`src/rtl/stage_ma.sv`:
```
// stage_ma: RV32I memory-access stage. Runs the data-memory req/ack transaction and registers write-back data.
// ALU ops and faults take 1 cycle. Loads and stores hold stall until mem_ack or timeout; stall is never raised otherwise.
module stage_ma #(
  parameter int unsigned TIMEOUT_CYCLES = 255
) (
  input  logic        clk,
  input  logic        rst_n,
  input  logic        valid_in,
  input  logic [31:0] busc_in,
  input  logic [31:0] busb_in,
  input  logic [31:0] pc_in,
  input  logic [4:0]  rd_in,
  input  logic [2:0]  funct3_in,
  input  logic [6:0]  op_in,
  output logic        mem_req,
  output logic        mem_we,
  output logic [31:0] mem_addr,
  output logic [31:0] mem_wdata,
  output logic [3:0]  mem_be,
  input  logic [31:0] mem_rdata,
  input  logic        mem_ack,
  output logic        stall,
  output logic [31:0] wb_data,
  output logic [4:0]  wb_rd,
  output logic        wb_we,
  output logic        mem_fault,
  output logic [31:0] fault_pc
);
  localparam logic [6:0]  OP_LOAD  = 7'b0000011;
  localparam logic [6:0]  OP_STORE = 7'b0100011;
  localparam logic        TO_EN    = (TIMEOUT_CYCLES != 0);
  localparam logic [31:0] TO_LAST  = 32'(TIMEOUT_CYCLES - 1);

  typedef enum logic {IDLE, BUSY} state_t;

  state_t      state_q, state_d;
  logic [31:0] cnt_q, cnt_d;
  logic        req_q, req_d, we_q, we_d;
  logic [31:0] addr_q, addr_d, wdata_q, wdata_d;
  logic [3:0]  be_q, be_d;
  logic [31:0] wb_data_q, wb_data_d;
  logic [4:0]  wb_rd_q, wb_rd_d;
  logic        wb_we_q, wb_we_d;
  logic        fault_q, fault_d;
  logic [31:0] fault_pc_q, fault_pc_d;
  // Snapshot of the in-flight access, so completion does not depend on upstream holding its outputs.
  logic [1:0]  lane_q, lane_d;
  logic [2:0]  f3_q, f3_d;
  logic [4:0]  rd_q, rd_d;
  logic [31:0] pc_q, pc_d;
  logic        ld_q, ld_d;

  logic        is_load, is_store, f3_legal, misaligned, mem_op, alu_op, timeout, stall_c;
  logic [1:0]  lane;
  logic [31:0] st_wdata, rshift, ld_data;
  logic [3:0]  st_be;

  assign lane = busc_in[1:0];

  always_comb begin
    is_load    = (op_in == OP_LOAD);
    is_store   = (op_in == OP_STORE);
    f3_legal   = 1'b0;
    if (is_load)
      f3_legal = funct3_in inside {3'b000, 3'b001, 3'b010, 3'b100, 3'b101};
    else if (is_store)
      f3_legal = funct3_in inside {3'b000, 3'b001, 3'b010};
    misaligned = ((funct3_in[1:0] == 2'b01) && lane[0]) ||
                 ((funct3_in[1:0] == 2'b10) && (lane != 2'b00));
    mem_op     = valid_in && (is_load || is_store);
    alu_op     = op_in inside {7'b0110011, 7'b0010011, 7'b0110111,
                               7'b0010111, 7'b1101111, 7'b1100111};
  end

  always_comb begin
    st_wdata = busb_in;
    st_be    = 4'hF;
    case (funct3_in[1:0])
      2'b00: begin
        st_wdata = {4{busb_in[7:0]}};
        st_be    = 4'b0001 << lane;
      end
      2'b01: begin
        st_wdata = {2{busb_in[15:0]}};
        st_be    = 4'b0011 << lane;
      end
      default: ;
    endcase
  end

  always_comb begin
    rshift = mem_rdata >> {lane_q, 3'b000};
    case (f3_q)
      3'b000:  ld_data = {{24{rshift[7]}}, rshift[7:0]};
      3'b001:  ld_data = {{16{rshift[15]}}, rshift[15:0]};
      3'b100:  ld_data = {24'h0, rshift[7:0]};
      3'b101:  ld_data = {16'h0, rshift[15:0]};
      default: ld_data = mem_rdata;
    endcase
  end

  // An ack in the same cycle as the last allowed BUSY cycle wins over the timeout.
  assign timeout = TO_EN && !mem_ack && (cnt_q == TO_LAST);

  always_comb begin
    state_d    = state_q;
    cnt_d      = cnt_q;
    req_d      = req_q;
    we_d       = we_q;
    addr_d     = addr_q;
    wdata_d    = wdata_q;
    be_d       = be_q;
    wb_data_d  = wb_data_q;
    wb_rd_d    = wb_rd_q;
    wb_we_d    = wb_we_q;
    fault_d    = 1'b0;
    fault_pc_d = fault_pc_q;
    lane_d     = lane_q;
    f3_d       = f3_q;
    rd_d       = rd_q;
    pc_d       = pc_q;
    ld_d       = ld_q;
    stall_c    = 1'b0;
    case (state_q)
      IDLE: begin
        if (mem_op && f3_legal && !misaligned) begin
          state_d = BUSY;
          cnt_d   = '0;
          req_d   = 1'b1;
          we_d    = is_store;
          addr_d  = {busc_in[31:2], 2'b00};
          wdata_d = is_store ? st_wdata : 32'h0;
          be_d    = is_store ? st_be : 4'hF;
          wb_we_d = 1'b0;
          lane_d  = lane;
          f3_d    = funct3_in;
          rd_d    = rd_in;
          pc_d    = pc_in;
          ld_d    = is_load;
          stall_c = 1'b1;
        end else if (mem_op) begin
          fault_d    = 1'b1;
          fault_pc_d = pc_in;
          wb_we_d    = 1'b0;
        end else if (valid_in) begin
          wb_data_d = busc_in;
          wb_rd_d   = rd_in;
          wb_we_d   = alu_op && (rd_in != 5'd0);
        end else begin
          wb_we_d = 1'b0;
        end
      end
      BUSY: begin
        if (mem_ack) begin
          state_d = IDLE;
          req_d   = 1'b0;
          wb_rd_d = rd_q;
          if (ld_q) begin
            wb_data_d = ld_data;
            wb_we_d   = (rd_q != 5'd0);
          end else begin
            wb_we_d = 1'b0;
          end
        end else if (timeout) begin
          state_d    = IDLE;
          req_d      = 1'b0;
          fault_d    = 1'b1;
          fault_pc_d = pc_q;
          wb_we_d    = 1'b0;
        end else begin
          cnt_d   = cnt_q + 32'd1;
          stall_c = 1'b1;
        end
      end
      default: state_d = IDLE;
    endcase
  end

  always_ff @(posedge clk or negedge rst_n) begin
    if (!rst_n) begin
      state_q    <= IDLE;
      cnt_q      <= '0;
      req_q      <= 1'b0;
      we_q       <= 1'b0;
      addr_q     <= '0;
      wdata_q    <= '0;
      be_q       <= '0;
      wb_data_q  <= '0;
      wb_rd_q    <= '0;
      wb_we_q    <= 1'b0;
      fault_q    <= 1'b0;
      fault_pc_q <= '0;
      lane_q     <= '0;
      f3_q       <= '0;
      rd_q       <= '0;
      pc_q       <= '0;
      ld_q       <= 1'b0;
    end else begin
      state_q    <= state_d;
      cnt_q      <= cnt_d;
      req_q      <= req_d;
      we_q       <= we_d;
      addr_q     <= addr_d;
      wdata_q    <= wdata_d;
      be_q       <= be_d;
      wb_data_q  <= wb_data_d;
      wb_rd_q    <= wb_rd_d;
      wb_we_q    <= wb_we_d;
      fault_q    <= fault_d;
      fault_pc_q <= fault_pc_d;
      lane_q     <= lane_d;
      f3_q       <= f3_d;
      rd_q       <= rd_d;
      pc_q       <= pc_d;
      ld_q       <= ld_d;
    end
  end

  assign stall     = rst_n & stall_c;
  assign mem_req   = req_q;
  assign mem_we    = we_q;
  assign mem_addr  = addr_q;
  assign mem_wdata = wdata_q;
  assign mem_be    = be_q;
  assign wb_data   = wb_data_q;
  assign wb_rd     = wb_rd_q;
  assign wb_we     = wb_we_q;
  assign mem_fault = fault_q;
  assign fault_pc  = fault_pc_q;
endmodule

```
`config.mk`:
```
export PLATFORM = sky130hd
export DESIGN_NAME = stage_ma
export DESIGN_NICKNAME = d
export VERILOG_FILES = /design/src/rtl/stage_ma.sv
export SDC_FILE = /design/constraint.sdc
export NUM_CORES = 1
export LEC_CHECK = 0
export ABC_AREA = 1
export BUFFER_PORTS_ARGS = -buffer_cell sky130_fd_sc_hd__buf_2
export CAP_MARGIN = 20
export CORE_UTILIZATION = 30
export CTS_CLUSTER_SIZE = 10
export DETAILED_ROUTE_END_ITERATION = 7
export PLACE_DENSITY = 0.55
export SETUP_SLACK_MARGIN = 0.02
export SLEW_MARGIN = 40
export SYNTH_ARGS = -nofsm -noshare
export SYNTH_HDL_FRONTEND = slang
export SYNTH_SLANG_ARGS = --single-unit
```
`constraint.sdc`:
```
create_clock -name clk -period 2.1 [get_ports clk]
set_input_delay 0.105 -clock clk [delete_from_list [all_inputs] [get_ports clk]]
set_output_delay 0.105 -clock clk [all_outputs]
set_load 0.01 [all_outputs]
```
* After elaboration in Yosys (flattened, before gate mapping) *
Cells that the tools add are included.

word-level totals
  input bits = 147
  output and inout port bits = 142
  word-level logic and storage cells = 124
  flip-flop bits (word level) = 215

operators by class
  mux-type cells = 46
  reduce and logical (&&, ||, !) cells = 26
  equality and inequality tests = 29
  shift-type cells = 3
  bitwise operators = 2
  add/sub/neg operators = 1

operators by type and width
  cell                   count
  $mux 32                13
  $pmux 32 s2            4
  $pmux 32 s4            1
  $add 32x1->32 const B  1
  $eq 32x8->1 const B    1
  $shr 32x5->16          1
  $eq 7x6->1 const B     3
  $mux 5                 4
  $mux 1                 17
  $ne 2x2->1 const B     8
  $reduce_bool 5->1      3
  $eq 7x5->1 const B     2
  $eq 7x7->1 const B     2
  $eq 3x3->1 const B     4
  $pmux 5 s2             1
  $pmux 1 s2             4
  $pmux 4 s2             1
  $reduce_and 4->1       2
  $eq 7x2->1 const B     1
  $logic_and 1x1->1      7
  $eq 3x1->1 const B     2
  $logic_not 3->1        2
  $reduce_bool 6->1      1
  $reduce_and 5->1       1
  other kinds (17)       21

* Longest topological paths before layout *
Gate-level depths: netlist of the first run.

  depth after elaboration = 9
  gate-level depth with buffers = 12
  gate-level depth less buffers = 11

* Worst setup path before layout of the first run *
No wires, ideal clock.

  path kind = reg-to-reg
  start point = register cnt_q[0]
  end point = register cnt_q[30]
  buffers on the path = 0
  setup time = 0.117 ns
  required time = 1.983 ns
  slack = 0.461 ns
  arrival time = 1.522 ns
  clock period less this slack = 1.639 ns
  stages on the path, launching flop included = 11
  cells stage by stage = dfrtp_1 > ha_1 > nand2_1 > nor2_1 > nand2_1 > nor2_1 > nand3_1 > nand2_1 > nor2_1 > nand2_1 > nand2_1

on the way
  word-level cells in the longest chain between the ends = 4
  elaborated cells between the ends (all ways) = 8
  those cells by class = add/sub (1); eq/ne (2); mux (3); reduce/logical (2)

ends and longest elaborated chain
  what                                             RTL line  RTL
  start, declared                                  37        logic [31:0] cnt_q, cnt_d;
  start signal, assigned                           200       cnt_q <= cnt_d;
  $add 32x1->32 or $eq 32x8->1 (tied branches)     171, 103
  $mux 32 or $logic_and 1x1->1 (tied branches)     164, 103
  $mux 32 or $ne 2x2->1 (tied branches)            n/a
  $pmux 32 s2 or $reduce_and 3->1 (tied branches)  n/a

Parallel ways exist; a longest one is shown, timed or not. The select of a mux whose other input is x is not followed.
A chain may end at the register's enable or synchronous reset.

* Final worst setup path of the first run *
  start point = input funct3_in[0]
  end point = register wdata_q[11] (netlist: mem_wdata[11])

on the way
  word-level cells in the longest chain between the ends = 7
  elaborated cells between the ends (all ways) = 21
  those cells by class = eq/ne (6); mux (4); reduce/logical (11)

ends and longest elaborated chain
  what                                      RTL line  RTL
  start, declared                           13        input logic [2:0] funct3_in,
  $eq 3x1->1, or another cell as far along  65, 67
  $reduce_bool 3->1                         67        f3_legal = funct3_in inside {3'b000, 3'b001, 3'b010};
  $mux 1                                    66        else if (is_store)
  $mux 1                                    64        if (is_load)
  $logic_and 1x1->1 (2 in a row)            126       if (mem_op && f3_legal && !misaligned) begin
  $reduce_and 2->1 (no line)                n/a
  end signal, assigned                      204       wdata_q <= wdata_d;
  end, declared                             39        logic [31:0] addr_q, addr_d, wdata_q, wdata_d;

Parallel ways exist; a longest one is shown, timed or not.

==> flow_summary.yaml, run 1 <==
run_status:
  status: "complete, no violations"
global_routing:
  grtUsageTotal: 0.197
  grt_max_degree: 127
  gr-total-overflow: 0
  grt_pass1_vias: 11400
  antenna_found_initial: 0
  grt_pass1_wl_mm: 61.2
synth:
  synth-edff-count: 0
  synthAdderAreaFrac: 0.00223
  ys_ff_latch: 215
  postSynthAreaPerCell_um2: 7.29
  synth_top_family_by_area: "simple AND/OR/NAND/NOR gates"
  synth_xor_area_frac: 0.00859
  synth.area.mux_share: 0
  synth_area_leader_cell: "dfrtp_1"
  yosysTopAreaCellShare: 0.480
  async_flop_share: 1.00
  synth_simple_gate_area_share: 0.283
  ys_seq_area_frac: 0.480
  yosysUniqueCellTypes: 35
  netlist_top_cells_area: "dfrtp_1, nand2_1, nor2_1"
  synth_warnings: 0
  synth-compound-area-share: 0.144
  synthesis.area_um2: 11200
  ys.flop_type: "dfrtp_1"
  netlist_instances: 1537
die:
  dieArea_um2: 38100
  die_w_um: 195
  die_h_um: 195
  io_pins: 289
  core_um2: 36700
  placementRows: 70
  initial_core_util: 0.305
sta:
  drv_slew: 0
  fin_crit_ps: 1900
  fin_crit_sh: 0.905
  rsz0062_at_grt: "no"
  worst_slew_pin_slew_ps: 717
  hold_viol_final: 0
  setup_viol_count_final: 0
  finalSetupTns_ps: 0
  slew_headroom: 0.522
  holdWs_ps: 18.9
  finalClockSkew_ps: 17.5
  max_freq_mhz: 526
worst_setup_path:
  worst_path_max_delay_cell: "dlygate4sd3_1"
  crit_type: "in -> reg"
  cp.arrival_ps: 2350
  cpPeakStageDelay_ps: 540
  worstPathRequired_ps: 2550
  crit_chain: "dlygate4sd3_1, buf_2, nand2_4, nor2_1, a21oi_2, nand2_2, inv_4, nand2_8, buf_4, buf_4, nand2_1, o21ai_1"
  cp_top_family: "buffers and inverters"
  cp.buffers_inverters: 5
  cp-end-kind: "register"
  cp_max_fo: 34
  crit_path_start_kind: "input port"
  crit_top_cell: "buf_4"
drt:
  drt_iter0_markers: 608
  viasPerCell: 4.71
  drc_errors: 0
  detail_route.wl_per_cell_um: 15.5
  antenna_left: 0
  vias: 11500
  dr.pass1.iters: 5
  drt_wl_total_mm: 37.9
flow_run:
  drv_cap: 0
cells_and_area:
  regArea_um2: 5390
  fin_area_um2: 15700
  diodes: 0
  post-route-util: 0.427
  final_cell_mix: "nand2_1, buf_2, dfrtp_1"
  drive_gt1_frac: 0.210
  multiInputGateArea_um2: 4990
  final_nets: 2112
  nFillCells: 3703
  syn_to_final_growth_pct: 39.6
  finalNonFillerCells: 2444
  final_common_cell: "nand2_1"
min_path:
  min_path_type: "in -> reg"
placement:
  place_area_um2: 13200
  portBuffers: 286
  placed_cells: 2246
  dpl.hpwl_mm: 26.0
  gp_congestion: 0.895
pwr:
  vdd_drop_max_mv: 0.485
  leakagePower_uw: 0.00795
  powerDensity_nw_per_um2: 665
clock_tree:
  cts_made_buffers: 27
  clkTransAtPathRegs_ps: 50
  clock_sinks: 215
  cts_max_path_buffers: 3
  cts_tree: "done"
  root_buffer: "clkbuf_16"
  clkLatencyLatePin_ps: 530
  htreeDepth: 1
[timing repair]
| item | 4_1_cts | 5_1_grt |
|---|---|---|
| hold buffers | 144 | 1 |
| hold endpoints to repair | 385 | 1 |
| pin swaps | 2 | 7 |
| endpoints found under the setup margin | 1 | 1 |
| setup buffers | 3 | 9 |
| gates resized for setup | 9 | 19 |
[power breakdown]
part / leakage [uW] / internal, uW / switching [uW]
clock: 0.000405 / 2690 / 1700
sequential: 0.00285 / 4380 / 142
combinational: 0.00469 / 673 / 822
total: 0.00795 / 7740 / 2670
[Yosys cell counts (2+ instances only)]
cell       instances
nand2_1          545
buf_1              5
xnor2_1            8
nand3_1           73
xor2_1             3
or2_2              7
clkbuf_1          43
buf_4              8
a21oi_2            2
nand2_2            3
nor2_1           151
a21oi_1           76
dfrtp_1          215
o2111ai_1          6
nand4_1           11
buf_6              2
nand2_4            2
nand3b_1           2
o221ai_1           8
inv_1            134
ha_1               2
inv_2              3
o211ai_1          40
nor3b_1            2
o21ai_1           86
buf_2             25
o21ai_0           67
[per-stage QoR]
step | setup WS, ps | power [uW]
floorplan | 461 | 5190
detailed placement | 150 | 5860
global route | 25.5 | 10900
global placement | 154 | 5840
finish | 200 | 10400
CTS | 20.9 | 10500
[registers in the layout, indices dropped and copies added, names as in the netlist, 2 cells and up]
name       count
mem_be         4
wb_rd          5
f3_q           3
pc_q          32
fault_pc      32
mem_addr      30
mem_wdata     32
lane_q         2
rd_q           5
wb_data       32
cnt_q         32
[kinds of logic after synthesis]
| kind of cell | after synthesis |
|---|---|
| DFF | 215 |
| AOI/OAI and AO/OA | 289 |
| adders and majority gates | 2 |
| and+or+nand+nor | 798 |
| other | 1 |
| buffers and inverters | 221 |
| xor gates and xnor gates | 11 |
[final timing paths]
kind / cells past startpoint / endpoint / slack (ps) / startpoint
max in group asynchronous: 3 / pc_q[20] / 1230 / rst_n
max: 12 / mem_wdata[11] / 200 / funct3_in[0]
min: 5 / wb_data[6] / 20 / mem_rdata[6]
min in group asynchronous: 3 / ld_q / 190 / rst_n
min reg2reg: 2 / mem_addr[5] / 470 / mem_addr[5]
max reg2reg: 10 / mem_wdata[11] / 210 / state_q
[worst min-delay path, cell delays in order]
cell and delay, ps:
buf_2 100, inv_1 50, o211ai_1 120, nand2_1 90
nand2_1 40
[area by class of cell]
type	instances	area share
clock buffers	41	0.0510
clock inverters	1	0.00192
inverters	138	0.0334
multi-input cells	1102	0.319
flip-flops and latches	215	0.344
well taps	468	0.0374
repair buffers	479	0.213
[routing by layer]
layer	share of wire	GRT usage	up-vias
li1	-	-	5769
met2	0.47	0.327	349
met3	0.053	0.0309	59
met1	0.45	0.264	5345
met4	0.027	0.0601	0
met5	0	0	-
(Power assumes the default switching activity.)
==> run 2, diff against run 1 <==
- ABC_AREA: 1 -> not set
- CORE_UTILIZATION: 30 -> 40
- GPL_ROUTABILITY_DRIVEN: not set -> 0
- PLACE_DENSITY: 0.55 -> 0.69
==> run 2 against run 1 <==
Area after synthesis down 8.3%. Critical path type is now reg -> out. Clock power decreased by 4%. Sequential cell count did not move. Register-to-register slack worse by 230 ps. Highest routed layer unchanged. Critical path depth fell by 6. Die area decreased by 31%. Wire length decreased by 14%. Worst hold slack better by 7.3 ps. The run now ends with setup timing left.
==> flow_summary.yaml, run 2 <==
run_status:
  status: "finished, violations left"
  violations: "setup timing"
drt:
  dr.pass1.iters: 6
  viasPerCell: 5.32
  drc_errors: 0
  drt_wl_total_mm: 32.7
  antenna_left: 0
  vias: 9955
  drt_iter0_markers: 767
  detail_route.wl_per_cell_um: 17.5
clock_tree:
  htreeDepth: 1
  clock_sinks: 215
  cts_tree: "done"
  root_buffer: "clkbuf_16"
  clkTransAtPathRegs_ps: 60
  cts_made_buffers: 27
  cts_max_path_buffers: 3
  clkLatencyLatePin_ps: 550
worst_setup_path:
  cp_max_fo: 2
  r2r_end: "fault_pc[8]"
  worstPathRequired_ps: 2000
  cpPeakStageDelay_ps: 400
  r2r_start: "cnt_q[0]"
  cp_top_family: "simple AND/OR/NAND/NOR gates"
  cp.buffers_inverters: 1
  critPathLaunch: "cnt_q[23]"
  cp-endpoint: "stall"
  crit_path_start_kind: "register"
  worst_path_max_delay_cell: "dfrtp_1"
  crit_chain: "nor4_1, nand4_1, o21ai_2, nand2_2, and2_4, buf_6"
  r2r_setup_slack_ps: -20
  cp.arrival_ps: 2020
  reg2reg_depth: 10
  crit_type: "reg -> out"
  cp.depth: 6
  cp-end-kind: "output port"
sta:
  worst_slew_pin_slew_ps: 681
  worst_slack_ps: -27.8
  max_freq_mhz: 470
  fin_crit_sh: 1.01
  finalClockSkew_ps: 16.0
  slew_headroom: 0.545
  rsz0062_at_grt: "yes"
  holdWs_ps: 26.1
  drv_slew: 0
  fin_crit_ps: 2130
  finalSetupTns_ps: -216
  hold_viol_final: 0
  setup_viol_count_final: 24
pwr:
  vdd_drop_max_mv: 0.600
  powerDensity_nw_per_um2: 700
  leakagePower_uw: 0.00747
synth:
  synth-compound-area-share: 0.108
  netlist_instances: 1086
  synth_common_cells: "nand2_1, dfrtp_1, mux2_2"
  synth-edff-count: 0
  netlist_top_cells_area: "dfrtp_1, nand2_1, mux2_2"
  synth_area_leader_cell: "dfrtp_1"
  synth_xor_area_frac: 0.0145
  synth_most_common_cell: "nand2_1"
  synthAdderAreaFrac: 0.00244
  ys_seq_area_frac: 0.524
  ys_ff_latch: 215
  synth_simple_gate_area_share: 0.204
  synth_top_family_by_area: "simple AND/OR/NAND/NOR gates"
  synth.area.mux_share: 0.111
  synth_warnings: 0
  synthesis.area_um2: 10300
  ys.flop_type: "dfrtp_1"
  yosysTopAreaCellShare: 0.524
  postSynthAreaPerCell_um2: 9.46
  yosysUniqueCellTypes: 54
  async_flop_share: 1.00
cells_and_area:
  multiInputGateArea_um2: 4620
  final_cell_mix: "nand2_1, buf_2, dfrtp_1"
  regArea_um2: 5380
  final_nets: 1679
  syn_to_final_growth_pct: 42.2
  drive_gt1_frac: 0.318
  final_common_cell: "nand2_1"
  nFillCells: 2141
min_path:
  holdPathStages: 4
  min_path_type: "in -> reg"
global_routing:
  gr-total-overflow: 0
  antenna_found_initial: 2
  grt_max_degree: 71
  grt_pass1_wl_mm: 51.7
  grt_pass1_vias: 9923
  grtUsageTotal: 0.245
flow_run:
  drv_cap: 0
die:
  io_pins: 289
  core_um2: 25200
  dieArea_um2: 26300
  die_w_um: 162
  initial_core_util: 0.408
  die_h_um: 162
  placementRows: 58
placement:
  portBuffers: 286
  dpl.hpwl_mm: 21.5
[run 2: report_power, final]
group | leakage, uW | switching [uW] | internal (uW)
Sequential | 0.00285 | 155 | 4420
Clock | 0.000381 | 1750 | 2460
Combinational | 0.00424 | 749 | 693
Total | 0.00747 | 2650 | 7570
[run 2: logic make-up after synthesis]
| logic type | after synthesis |
|---|---|
| XOR/XNOR | 17 |
| multiplexers | 103 |
| flip-flops | 215 |
| AND/OR/NAND/NOR | 497 |
| adder cells (fa/ha/maj) | 2 |
| AO/OA/AOI/OAI | 173 |
| buffers and inverters | 78 |
| other | 1 |
[run 2: worst min path at each step]
stage,slack [ps],startpoint,to
finish,30,mem_rdata[14],wb_data[14]
global route,50,mem_rdata[14],wb_data[14]
CTS,10,busc_in[0],wb_data[0]
detailed placement,100,rst_n,mem_addr[5]
global placement,100,rst_n,mem_addr[5]
floorplan,-190,rst_n,cnt_q[0]
[run 2: layout make-up]
cell class / instances / share of cell area
inverter: 11 / 0.00283
antenna: 2 / 0.000343
timing repair buffer: 481 / 0.230
sequential: 215 / 0.368
tap: 330 / 0.0283
clock inverter: 3 / 0.00248
multi-input combinational: 794 / 0.316
clock buffer: 35 / 0.0510
[run 2: timing repair]
| action | in CTS | in global routing |
|---|---|---|
| gates resized for setup | 8 | 6 |
| hold buffers | 127 | 0 |
| setup buffers | 9 | 0 |
| setup endpoints to repair | 33 | 40 |
| endpoints found under the hold margin | 341 | 0 |
| pin swaps | 7 | 2 |
[run 2: layer usage]
metal,up-vias,track usage,share of wire
met5,-,0,0
met4,0,0.113,0.046
met3,129,0.0511,0.062
met2,416,0.404,0.48
met1,4808,0.307,0.41
li1,4602,-,-
[run 2: worst reg2reg max path, delay by kind of cell, from the launching register on]
kind	cells	cell delay [ps]
compound gates	1	170
mux	1	390
flops	1	350
simple gates	3	340
buf+inv	4	580
fa+ha+maj	1	180
[run 2: through the flow]
step / std cells / area, um2 / power [uW] / utilization / setup WS, ps
2_1_floorplan: 1087 / 10300 / 5180 / - / 64.4
3_3_place_gp: 1695 / 12400 / 5840 / 0.493 / 24.5
3_5_place_dp: 1695 / 12400 / 5870 / 0.493 / -12.3
4_1_cts: 1869 / 14600 / 10300 / 0.579 / -38.1
5_1_grt: 1871 / 14600 / 10600 / 0.580 / -106
6_report: 1871 / 14600 / 10200 / 0.580 / -27.8
==> run 3, diff against run 2 <==
- RECOVER_POWER: not set -> 50
==> run 3 against run 2 <==
The flow still finishes with violations (setup timing). Sequential share of layout area up 0.28 points. Non-clock buffer count did not move. Worst setup slack worse by 5.8 ps. Die area is the same. Register-to-register slack barely moved. Sequential power barely moved. Fmax is 0.27% lower. Cell area is 0.75% lower. Sequential cell count unchanged. Combinational power barely moved. Clock skew about the same. Via count shrank 0.12%. Critical path type unchanged. Critical endpoint unchanged.
==> flow_summary.yaml, run 3 (synthesized netlist as in run 2, its figures left out) <==
run_status:
  status: "finished, violations left"
  violations: "setup timing"
clock_tree:
  clkTransAtPathRegs_ps: 60
  clkLatencyLatePin_ps: 550
  clock_sinks: 215
  cts_made_buffers: 27
  root_buffer: "clkbuf_16"
  cts_max_path_buffers: 3
  htreeDepth: 1
  cts_tree: "done"
cells_and_area:
  fin_area_um2: 14500
  syn_to_final_growth_pct: 41.1
  drive_gt1_frac: 0.283
  final_nets: 1679
  final_common_cell: "nand2_1"
  final_cell_mix: "nand2_1, buf_2, dfrtp_1"
die:
  dieArea_um2: 26300
  core_um2: 25200
  placementRows: 58
  initial_core_util: 0.408
  die_h_um: 162
  die_w_um: 162
  io_pins: 289
drt:
  dr.pass1.iters: 6
  detail_route.wl_per_cell_um: 17.5
  drc_errors: 0
  viasPerCell: 5.31
  antenna_left: 0
  vias: 9943
  drt_iter0_markers: 733
  drt_wl_total_mm: 32.8
pwr:
  finalPower_uw: 10200
  leakagePower_uw: 0.00725
  powerDensity_nw_per_um2: 703
  vdd_drop_max_mv: 0.597
worst_setup_path:
  crit_path_start_kind: "register"
  cp.arrival_ps: 2030
  crit_type: "reg -> out"
  critPathLaunch: "cnt_q[23]"
  worstPathRequired_ps: 2000
  r2r_setup_slack_ps: -20
  cp-endpoint: "stall"
  cp-end-kind: "output port"
  reg2reg_depth: 10
  cp_max_fo: 2
  r2r_start: "cnt_q[0]"
  r2r_end: "fault_pc[3]"
global_routing:
  grt_pass1_vias: 9923
  grtUsageTotal: 0.245
  grt_pass1_wl_mm: 51.7
  antenna_found_initial: 2
  grt_max_degree: 71
  gr-total-overflow: 0
sta:
  slew_headroom: 0.226
  drv_slew: 0
  rsz0062_at_grt: "yes"
  finalClockSkew_ps: 15.8
  holdWs_ps: 27.6
  worst_slew_pin_slew_ps: 1160
  worst_slack_ps: -33.6
  hold_viol_final: 0
  finalSetupTns_ps: -281
  fin_crit_sh: 1.02
  fin_crit_ps: 2130
  setup_viol_count_final: 26
  max_freq_mhz: 469
min_path:
  hp-start: "mem_rdata[14]"
  min_path_type: "in -> reg"
placement:
  place_area_um2: 12400
  portBuffers: 286
  dpl.hpwl_mm: 21.5
flow_run:
  drv_cap: 0
==> run 3: changes by cell type in the layout (fill, tap and decap cells not counted), sizes merged <==
| cell | before | now |
|---|---|---|
| clkbuf | 35 | 90 |
| buf | 354 | 299 |
==> run 3: worst min path at each step <==
stage	cells past startpoint	endpoint	slack (ps)
finish	4	wb_data[14]	30
global route	4	wb_data[14]	50
detailed placement	1	mem_addr[5]	100
CTS	3	wb_data[0]	10
floorplan	0	cnt_q[0]	-190
global placement	1	mem_addr[5]	100
==> run 3: repair_timing <==
| item | 4_1_cts | 5_1_grt |
|---|---|---|
| hold buffers | 127 | 0 |
| pin swaps | 7 | 2 |
| endpoints found under the hold margin | 341 | 0 |
| resized for setup | 8 | 6 |
| setup endpoints to repair | 33 | 40 |
| setup buffers | 9 | 0 |
==> run 3: layer usage <==
metal / vias to the layer above / track usage / routed length, um
met5: - / 0 / 0
met4: 0 / 0.113 / 1460
met3: 124 / 0.0511 / 2100
met2: 427 / 0.404 / 15700
met1: 4787 / 0.307 / 13500
li1: 4605 / - / -
==> run 3: where the power goes <==
| part | switching [uW] | leakage, uW | internal (uW) |
|---|---|---|---|
| registers | 157 | 0.00285 | 4420 |
| logic | 748 | 0.00402 | 663 |
| clock network | 1750 | 0.000381 | 2460 |
| total | 2660 | 0.00725 | 7540 |
==> run 3: cell type report <==
| cell class | count | area, um2 |
|---|---|---|
| diodes | 2 | 5.00 |
| clock buffers | 35 | 746 |
| clock inverters | 3 | 36.3 |
| fillers | 2173 | 10700 |
| inverters | 11 | 41.3 |
| multi-input cells | 794 | 4620 |
| flip-flops and latches | 215 | 5380 |
| well taps | 330 | 413 |
| repair buffers | 481 | 3260 |
==> run 3: critical path, stage by stage (launching register included) <==
cell	delay [ps]
dfrtp_1	400
nor4_1	280
nand4_1	210
o21ai_2	230
nand2_2	80
and2_4	160
buf_6	120
==> run 3: stage by stage <==
| stage | util | instances | setup slack (ps) |
|---|---|---|---|
| final | 0.576 | 1871 | -33.6 |
| after detailed placement | 0.493 | 1695 | -12.3 |
| after floorplan | - | 1087 | 64.4 |
| after CTS | 0.579 | 1869 | -38.1 |
| after global placement | 0.493 | 1695 | 24.5 |
| after global routing | 0.576 | 1871 | -106 |
